`config.mk`:
```
export PLATFORM = sky130hd
export DESIGN_NAME = bird_motion_ctrl_flat
export DESIGN_NICKNAME = d
export VERILOG_FILES = /design/src/rtl/bird_motion_ctrl_if.sv /design/src/rtl/bird_motion_ctrl.sv /design/src/flat_wrapper.sv
export SDC_FILE = /design/constraint.sdc
export NUM_CORES = 1
export LEC_CHECK = 0
export ABC_AREA = 0
export CORE_ASPECT_RATIO = 0.8
export CORE_MARGIN = 5
export CORE_UTILIZATION = 30
export CTS_CLUSTER_SIZE = 8
export DETAILED_ROUTE_END_ITERATION = 8
export PLACE_DENSITY = 0.46
export SETUP_SLACK_MARGIN = 0.4
export SYNTH_ARGS = -nofsm -noshare
export SYNTH_HDL_FRONTEND = slang
export SYNTH_SLANG_ARGS = --single-unit
```
`constraint.sdc`:
```
create_clock -name iVGA_CLK -period 10.6 [get_ports iVGA_CLK]
set_input_delay 1.06 -clock iVGA_CLK [delete_from_list [all_inputs] [get_ports iVGA_CLK]]
set_output_delay 1.06 -clock iVGA_CLK [all_outputs]
set_load 0.05 [all_outputs]
```
`src/rtl/bird_motion_ctrl_if.sv`:
```
`timescale 1ns/1ps
`default_nettype none
// ============================================================================
//  Module   : bird_motion_ctrl_if
//  Brief    : Bundle between the motion engine and its environment: the raw
//             vertical sync and flap button coming in, and the bird
//             position, game state, score, frame tick and flap LED going out
//             to the renderer.
//  Revision : 1.0  initial release
// ============================================================================
interface bird_motion_ctrl_if;
  logic       iVS;
  logic       iBTN;
  logic [8:0] oBIRD_Y;
  logic [1:0] oSTATE;
  logic [7:0] oSCORE;
  logic       oFRAME_TICK;
  logic       oLED_NOTI;

  // Motion engine side
  modport master (
    input  iVS,
    input  iBTN,
    output oBIRD_Y,
    output oSTATE,
    output oSCORE,
    output oFRAME_TICK,
    output oLED_NOTI
  );

  // Environment / renderer side
  modport slave (
    output iVS,
    output iBTN,
    input  oBIRD_Y,
    input  oSTATE,
    input  oSCORE,
    input  oFRAME_TICK,
    input  oLED_NOTI
  );
endinterface
`default_nettype wire

```
`src/rtl/bird_motion_ctrl.sv`:
```
`timescale 1ns/1ps
`default_nettype none
// ============================================================================
//  Module   : bird_motion_ctrl
//  Brief    : Frame-locked game state and bird physics. One update per video
//             frame, triggered by the falling edge of the synchronised VS.
//             Optional macro FLAP_HOLD_EN: a held button auto-repeats flaps
//             once per frame (restart from DEAD still needs a fresh press).
//  Revision : 1.0  initial release
// ============================================================================
module bird_motion_ctrl #(
  parameter int SCREEN_H = 480,
  parameter int BIRD_H   = 24,
  parameter int Y_START  = 228,
  parameter int GRAVITY  = 1,
  parameter int FLAP_V   = 8,
  parameter int VMAX     = 10,
  parameter int SCORE_FR = 60
) (
  input  wire logic           iVGA_CLK,
  input  wire logic           iRST_n,
  bird_motion_ctrl_if.master  bus
);

  localparam int CNT_W = (SCORE_FR > 1) ? $clog2(SCORE_FR) : 1;

  localparam logic        [8:0]       Y_INIT    = 9'(Y_START);
  localparam logic        [8:0]       Y_FLOOR   = 9'(SCREEN_H - BIRD_H);
  localparam logic signed [10:0]      Y_FLOOR_S = 11'(SCREEN_H - BIRD_H);
  localparam logic signed [5:0]       VEL_FLAP  = 6'(-FLAP_V);
  localparam logic signed [5:0]       VEL_MAX   = 6'(VMAX);
  localparam logic signed [6:0]       VEL_MAX7  = 7'(VMAX);
  localparam logic signed [6:0]       GRAV7     = 7'(GRAVITY);
  localparam logic        [CNT_W-1:0] CNT_LAST  = CNT_W'(SCORE_FR - 1);

  typedef enum logic [1:0] {
    ST_IDLE = 2'd0,
    ST_PLAY = 2'd1,
    ST_DEAD = 2'd2
  } state_t;

  // Synchroniser and edge-history flops
  logic vs_s1_q, vs_s2_q, vs_prev_q;
  logic btn_s1_q, btn_s2_q, btn_prev_q;

  // Game state
  state_t             state_q,      state_d;
  logic [8:0]         y_q,          y_d;
  logic signed [5:0]  vel_q,        vel_d;
  logic [7:0]         score_q,      score_d;
  logic [CNT_W-1:0]   cnt_q,        cnt_d;
  logic               led_q,        led_d;
  logic               flap_pend_q,  flap_pend_d;
  logic               frame_tick_q, frame_tick_d;

  // Combinational helpers
  logic               btn_rise_w;
  logic               flap_edge_w;   // edge-only request (used for restart)
  logic               flap_play_w;   // request honoured in IDLE/PLAY
  logic signed [6:0]  vel_inc_w;
  logic signed [5:0]  vel_play_w;
  logic signed [10:0] nxt_w;

  // Two-flop synchronisers plus one history flop for edge detection
  always_ff @(posedge iVGA_CLK or negedge iRST_n) begin
    if (!iRST_n) begin
      vs_s1_q    <= 1'b1;
      vs_s2_q    <= 1'b1;
      vs_prev_q  <= 1'b1;
      btn_s1_q   <= 1'b0;
      btn_s2_q   <= 1'b0;
      btn_prev_q <= 1'b0;
    end else begin
      vs_s1_q    <= bus.iVS;
      vs_s2_q    <= vs_s1_q;
      vs_prev_q  <= vs_s2_q;
      btn_s1_q   <= bus.iBTN;
      btn_s2_q   <= btn_s1_q;
      btn_prev_q <= btn_s2_q;
    end
  end

  // Flap request, velocity and next-position arithmetic
  always_comb begin
    frame_tick_d = vs_prev_q & ~vs_s2_q;
    btn_rise_w   = btn_s2_q & ~btn_prev_q;
    // A rise landing in the tick cycle is folded in so it is not lost
    flap_edge_w  = flap_pend_q | btn_rise_w;
`ifdef FLAP_HOLD_EN
    flap_play_w  = flap_edge_w | btn_s2_q;
`else
    flap_play_w  = flap_edge_w;
`endif
    vel_inc_w    = {vel_q[5], vel_q} + GRAV7;
    if (flap_play_w) begin
      vel_play_w = VEL_FLAP;
    end else if (vel_inc_w > VEL_MAX7) begin
      vel_play_w = VEL_MAX;
    end else begin
      vel_play_w = vel_inc_w[5:0];
    end
    // Wide signed sum so both the ceiling and floor crossings are visible
    nxt_w = $signed({2'b00, y_q}) + $signed({{5{vel_play_w[5]}}, vel_play_w});
  end

  // Game FSM: everything changes only on the frame tick
  always_comb begin
    state_d     = state_q;
    y_d         = y_q;
    vel_d       = vel_q;
    score_d     = score_q;
    cnt_d       = cnt_q;
    led_d       = led_q;
    flap_pend_d = flap_edge_w;
    if (frame_tick_q) begin
      flap_pend_d = 1'b0;
      case (state_q)
        ST_IDLE: begin
          y_d     = Y_INIT;
          vel_d   = '0;
          score_d = '0;
          cnt_d   = '0;
          if (flap_play_w) begin
            state_d = ST_PLAY;
            vel_d   = VEL_FLAP;
            led_d   = ~led_q;
          end
        end
        ST_PLAY: begin
          vel_d = vel_play_w;
          if (flap_play_w) begin
            led_d = ~led_q;
          end
          if (nxt_w[10]) begin
            // Ceiling: stop dead at the top, game continues
            y_d   = '0;
            vel_d = '0;
          end else if (nxt_w >= Y_FLOOR_S) begin
            y_d     = Y_FLOOR;
            state_d = ST_DEAD;
          end else begin
            y_d = nxt_w[8:0];
          end
          if (cnt_q == CNT_LAST) begin
            cnt_d = '0;
            if (score_q != 8'hFF) begin
              score_d = score_q + 8'd1;
            end
          end else begin
            cnt_d = cnt_q + CNT_W'(1);
          end
        end
        ST_DEAD: begin
          // Restart ignores the hold feature and does not touch the LED
          if (flap_edge_w) begin
            state_d = ST_IDLE;
            y_d     = Y_INIT;
            vel_d   = '0;
            score_d = '0;
            cnt_d   = '0;
          end
        end
        default: begin
          state_d = ST_IDLE;
        end
      endcase
    end
  end

  // Game state registers
  always_ff @(posedge iVGA_CLK or negedge iRST_n) begin
    if (!iRST_n) begin
      state_q      <= ST_IDLE;
      y_q          <= Y_INIT;
      vel_q        <= '0;
      score_q      <= '0;
      cnt_q        <= '0;
      led_q        <= 1'b0;
      flap_pend_q  <= 1'b0;
      frame_tick_q <= 1'b0;
    end else begin
      state_q      <= state_d;
      y_q          <= y_d;
      vel_q        <= vel_d;
      score_q      <= score_d;
      cnt_q        <= cnt_d;
      led_q        <= led_d;
      flap_pend_q  <= flap_pend_d;
      frame_tick_q <= frame_tick_d;
    end
  end

  assign bus.oBIRD_Y     = y_q;
  assign bus.oSTATE      = state_q;
  assign bus.oSCORE      = score_q;
  assign bus.oFRAME_TICK = frame_tick_q;
  assign bus.oLED_NOTI   = led_q;

endmodule
`default_nettype wire

```
`src/flat_wrapper.sv`:
```
// flat-port wrapper written by rule: the top's interface ports become plain ports
module bird_motion_ctrl_flat 
#(
  parameter int SCREEN_H = 480,
  parameter int BIRD_H   = 24,
  parameter int Y_START  = 228,
  parameter int GRAVITY  = 1,
  parameter int FLAP_V   = 8,
  parameter int VMAX     = 10,
  parameter int SCORE_FR = 60
)
  (iVGA_CLK, iRST_n, bus_iVS, bus_iBTN, bus_oBIRD_Y, bus_oSTATE, bus_oSCORE, bus_oFRAME_TICK, bus_oLED_NOTI);
  bird_motion_ctrl_if bus_i ();
  input  wire logic iVGA_CLK;
  input  wire logic iRST_n;
  input wire logic [$bits(bus_i.iVS)-1:0] bus_iVS;
  input wire logic [$bits(bus_i.iBTN)-1:0] bus_iBTN;
  output wire logic [$bits(bus_i.oBIRD_Y)-1:0] bus_oBIRD_Y;
  output wire logic [$bits(bus_i.oSTATE)-1:0] bus_oSTATE;
  output wire logic [$bits(bus_i.oSCORE)-1:0] bus_oSCORE;
  output wire logic [$bits(bus_i.oFRAME_TICK)-1:0] bus_oFRAME_TICK;
  output wire logic [$bits(bus_i.oLED_NOTI)-1:0] bus_oLED_NOTI;
  assign bus_i.iVS = bus_iVS;
  assign bus_i.iBTN = bus_iBTN;
  assign bus_oBIRD_Y = bus_i.oBIRD_Y;
  assign bus_oSTATE = bus_i.oSTATE;
  assign bus_oSCORE = bus_i.oSCORE;
  assign bus_oFRAME_TICK = bus_i.oFRAME_TICK;
  assign bus_oLED_NOTI = bus_i.oLED_NOTI;
  bird_motion_ctrl #(.SCREEN_H(SCREEN_H), .BIRD_H(BIRD_H), .Y_START(Y_START), .GRAVITY(GRAVITY), .FLAP_V(FLAP_V), .VMAX(VMAX), .SCORE_FR(SCORE_FR)) u_core (.iVGA_CLK(iVGA_CLK), .iRST_n(iRST_n), .bus(bus_i));
endmodule
```
==> impl_metrics.ini <==
[detailed_routing]
drc = 0
drtIter0Drc = 66
dr.pass1.iters = 4
wl_per_cell_um = 14.7
via_per_inst = 4.97
ant_nets = 0
finalWirelength_um = 6100
num_vias = 2058

[setup_path]
worstReg2RegEnd = u_core.vel_q[2]
crit_path_max_fanout = 10
regToRegSetupSlack_ns = 6.36
path_cells = ha_1, nand3_1, xor2_1, o2111ai_1, a21oi_1, nor2b_1, ha_1, inv_1, fa_1, nand2b_1, a21oi_1, o22ai_2, o21bai_1, ha_1, nor2b_1, nand2_1, nor4_1, o21ai_0, nand2_1
path_class = reg2reg
r2r_cells = 19
cp.arrival_ns = 4.47
worst-path-stages = 19
cpMostUsedCell = ha_1
cp.buffers_inverters = 1
crit_required_ns = 10.83
cp_slowest_cell = dfrtp_1
cp_top_family = adder cells
start_kind = flip-flop
critPathMaxStageDelay_ns = 0.48
cp-end-kind = flip-flop
reg2reg_from = u_core.vel_q[0]

[timing]
relSlewSlack_pct = 37.7
tns_ns = 0
max_freq_mhz = 236
whs_ns = 0.354
timing.final.crit_share_pct = 40.0
post-route-min-period_ns = 4.24
fin_skew_ns = 0.00990
rsz0062_at_grt = no
drv_slew = 0
setup_viol = 0
worst_pin_slew_ns = 0.934
finalHoldViolations = 0

[global_routing]
grt-ovfl-total = 0
grt_pass1_vias = 2073
antenna_found_initial = 0
track_usage_pct = 12.4
grt_max_degree = 41
grt_first_pass_wirelength_um = 10400

[die]
dieHeight_um = 92.5
dieArea_mm2 = 0.0105
coreArea_mm2 = 0.00841
die_width_um = 113
start_util_pct = 30.4
rows = 30
ioPinCount = 25

[logic_synthesis]
syn_area_mm2 = 0.00255
synthAdderAreaFrac_pct = 9.60
synth_top_family_by_area = compound AO/OA/AOI/OAI gates
synth_top_cell_area_share_pct = 32.3
yosysUniqueCellTypes = 62
yosysMostFrequentCell = dfrtp_1
yosys.area_share.simple_pct = 19.8
avgSynthCellArea_um2 = 9.25
yosys-top-cells-count = dfrtp_1, nand2_1, nor2_1
synth_edf_count = 0
syn_inst = 276
syn_nets = 299
ys.flop_type = dfrtp_1
synthMuxAreaShare_pct = 0
synth_seq_cells = 40
synth_compound_area_share_pct = 22.8
yosys.area_share.xor_xnor_pct = 5.10
yosysWarnings = 0
synth_top_area_cell = dfrtp_1
async_reset_ff_share_pct = 100
synth.yosys.seq_area_share_pct = 39.5
synth_area_leaders = dfrtp_1, ha_1, dfstp_2, o21ai_0, nand2_1

[cells_and_area]
area_growth_pct = 19.3
multi_input_area_mm2 = 0.00148
antennaDiodeCount = 0
fin_area_mm2 = 0.00305
fin_cells = 414
register_area_mm2 = 0.00101
layout-drive-gt1-share_pct = 11.6
nFillCells = 891
fin_nets = 324

[place]
numPortBuffers = 24
placed_area_mm2 = 0.00293
finalWeightedCongestion = 0.820
dp.final_hpwl_um = 4480
dp.cells = 406

[power_and_ir_drop]
p_leak_nw = 1.25
finalPower_uw = 976
irDropWorstVdd_mv = 0.145
p_per_area_mw_per_mm2 = 321

[clock_tree]
cts_hold_buffers = 0
ctsHtreeMaxLevel = 2
clk_pin_slew_ns = 0.08
numCtsBuffers = 5
cts_tree = done
cts_root_buf = clkbuf_8
clk_latency_ns = 0.30
clock-sinks = 40
post-cts-setup-buffer-count = 0
clockBufferDepth = 2
ctsResizeCount = 0

[hold_path]
hp-class = reg2reg
hold_start = u_core.btn_s1_q
hold_depth = 0
holdPathEnd = u_core.btn_s2_q

[run]
maxCapViolations = 0

[run_status]
status = finished, final reports clean
==> power breakdown <==
part           switching (mW)  internal, mW
combinational           0.389         0.219
clock                  0.0570        0.0771
sequential             0.0388         0.195
==> metrics by stage <==
step,setup slack (ns),utilization (%)
5_1_grt,5.89,36.2
2_1_floorplan,6.79,-
4_1_cts,6.37,36.2
3_5_place_dp,6.40,34.8
6_report,6.36,36.2
3_3_place_gp,6.49,34.8
==> final cells by class <==
class / count / area share [%]
Multi-Input combinational cell: 215 / 48.6
Sequential cell: 40 / 33.1
Timing Repair Buffer: 25 / 7.97
Tap cell: 112 / 4.60
Clock buffer: 6 / 2.71
Inverter: 14 / 1.72
Clock inverter: 2 / 1.27
==> sequential cells by signal, summed over array words and instances (netlist names), 2 cells and up <==
name / flops
u_core.bus.oBIRD_Y: 9
u_core.bus.oSTATE: 2
u_core.vel_q: 6
u_core.bus.oSCORE: 8
u_core.cnt_q: 6
==> cell families after synthesis <==
kind of cell / after synthesis
AOI/OAI and AO/OA: 80
xor gates and xnor gates: 14
adders and majority gates: 19
buffers and inverters: 21
DFF: 40
and+or+nand+nor: 102
==> worst register-to-register path, cell delays in order, from the launching register on <==
cell and delay [ns]:
dfrtp_1 0.48, ha_1 0.30, nand3_1 0.11, xor2_1 0.20
o2111ai_1 0.16, a21oi_1 0.32, nor2b_1 0.19, ha_1 0.19
inv_1 0.06, fa_1 0.38, nand2b_1 0.17, a21oi_1 0.24
o22ai_2 0.14, o21bai_1 0.14, ha_1 0.37, nor2b_1 0.20
nand2_1 0.13, nor4_1 0.18, o21ai_0 0.12, nand2_1 0.08
==> how the worst max path moves through the flow <==
| stage | from | to | slack (ns) |
|---|---|---|---|
| final | u_core.vel_q[0] | u_core.vel_q[2] | 6.36 |
| after CTS | u_core.vel_q[0] | u_core.vel_q[4] | 6.37 |
| after detailed placement | u_core.vel_q[0] | u_core.vel_q[4] | 6.40 |
| after global placement | u_core.vel_q[0] | u_core.vel_q[2] | 6.49 |
| after floorplan | u_core.vel_q[0] | u_core.vel_q[3] | 6.79 |
| after global routing | u_core.vel_q[0] | u_core.vel_q[2] | 5.89 |
==> cells in the final DEF, fill, tap and decap left out, types with 2 or more instances in the layout <==
| master | n |
|---|---|
| nor3_1 | 6 |
| and2_1 | 4 |
| o41ai_2 | 2 |
| or3_1 | 3 |
| o21ai_0 | 24 |
| nand3_1 | 10 |
| dfstp_2 | 7 |
| o21a_1 | 3 |
| o22a_1 | 2 |
| ha_1 | 18 |
| clkbuf_8 | 6 |
| and3_1 | 2 |
| xnor2_1 | 2 |
| o21ai_1 | 3 |
| nor2b_1 | 5 |
| xor2_1 | 11 |
| nand2_1 | 29 |
| a21oi_1 | 16 |
| nor2_1 | 25 |
| nor3b_1 | 2 |
| nand2b_1 | 3 |
| inv_1 | 14 |
| nand4_1 | 4 |
| o211ai_1 | 4 |
| dfrtp_1 | 33 |
| o31ai_1 | 2 |
| clkdlybuf4s50_1 | 23 |
| a22o_1 | 2 |
==> per-layer routing <==
layer,track usage [%],part of all wire (%)
met5,0,0
met4,3.00,0.92
met3,3.07,4.5
met2,17.2,39
met1,18.9,55
(Power assumes the default switching activity.)
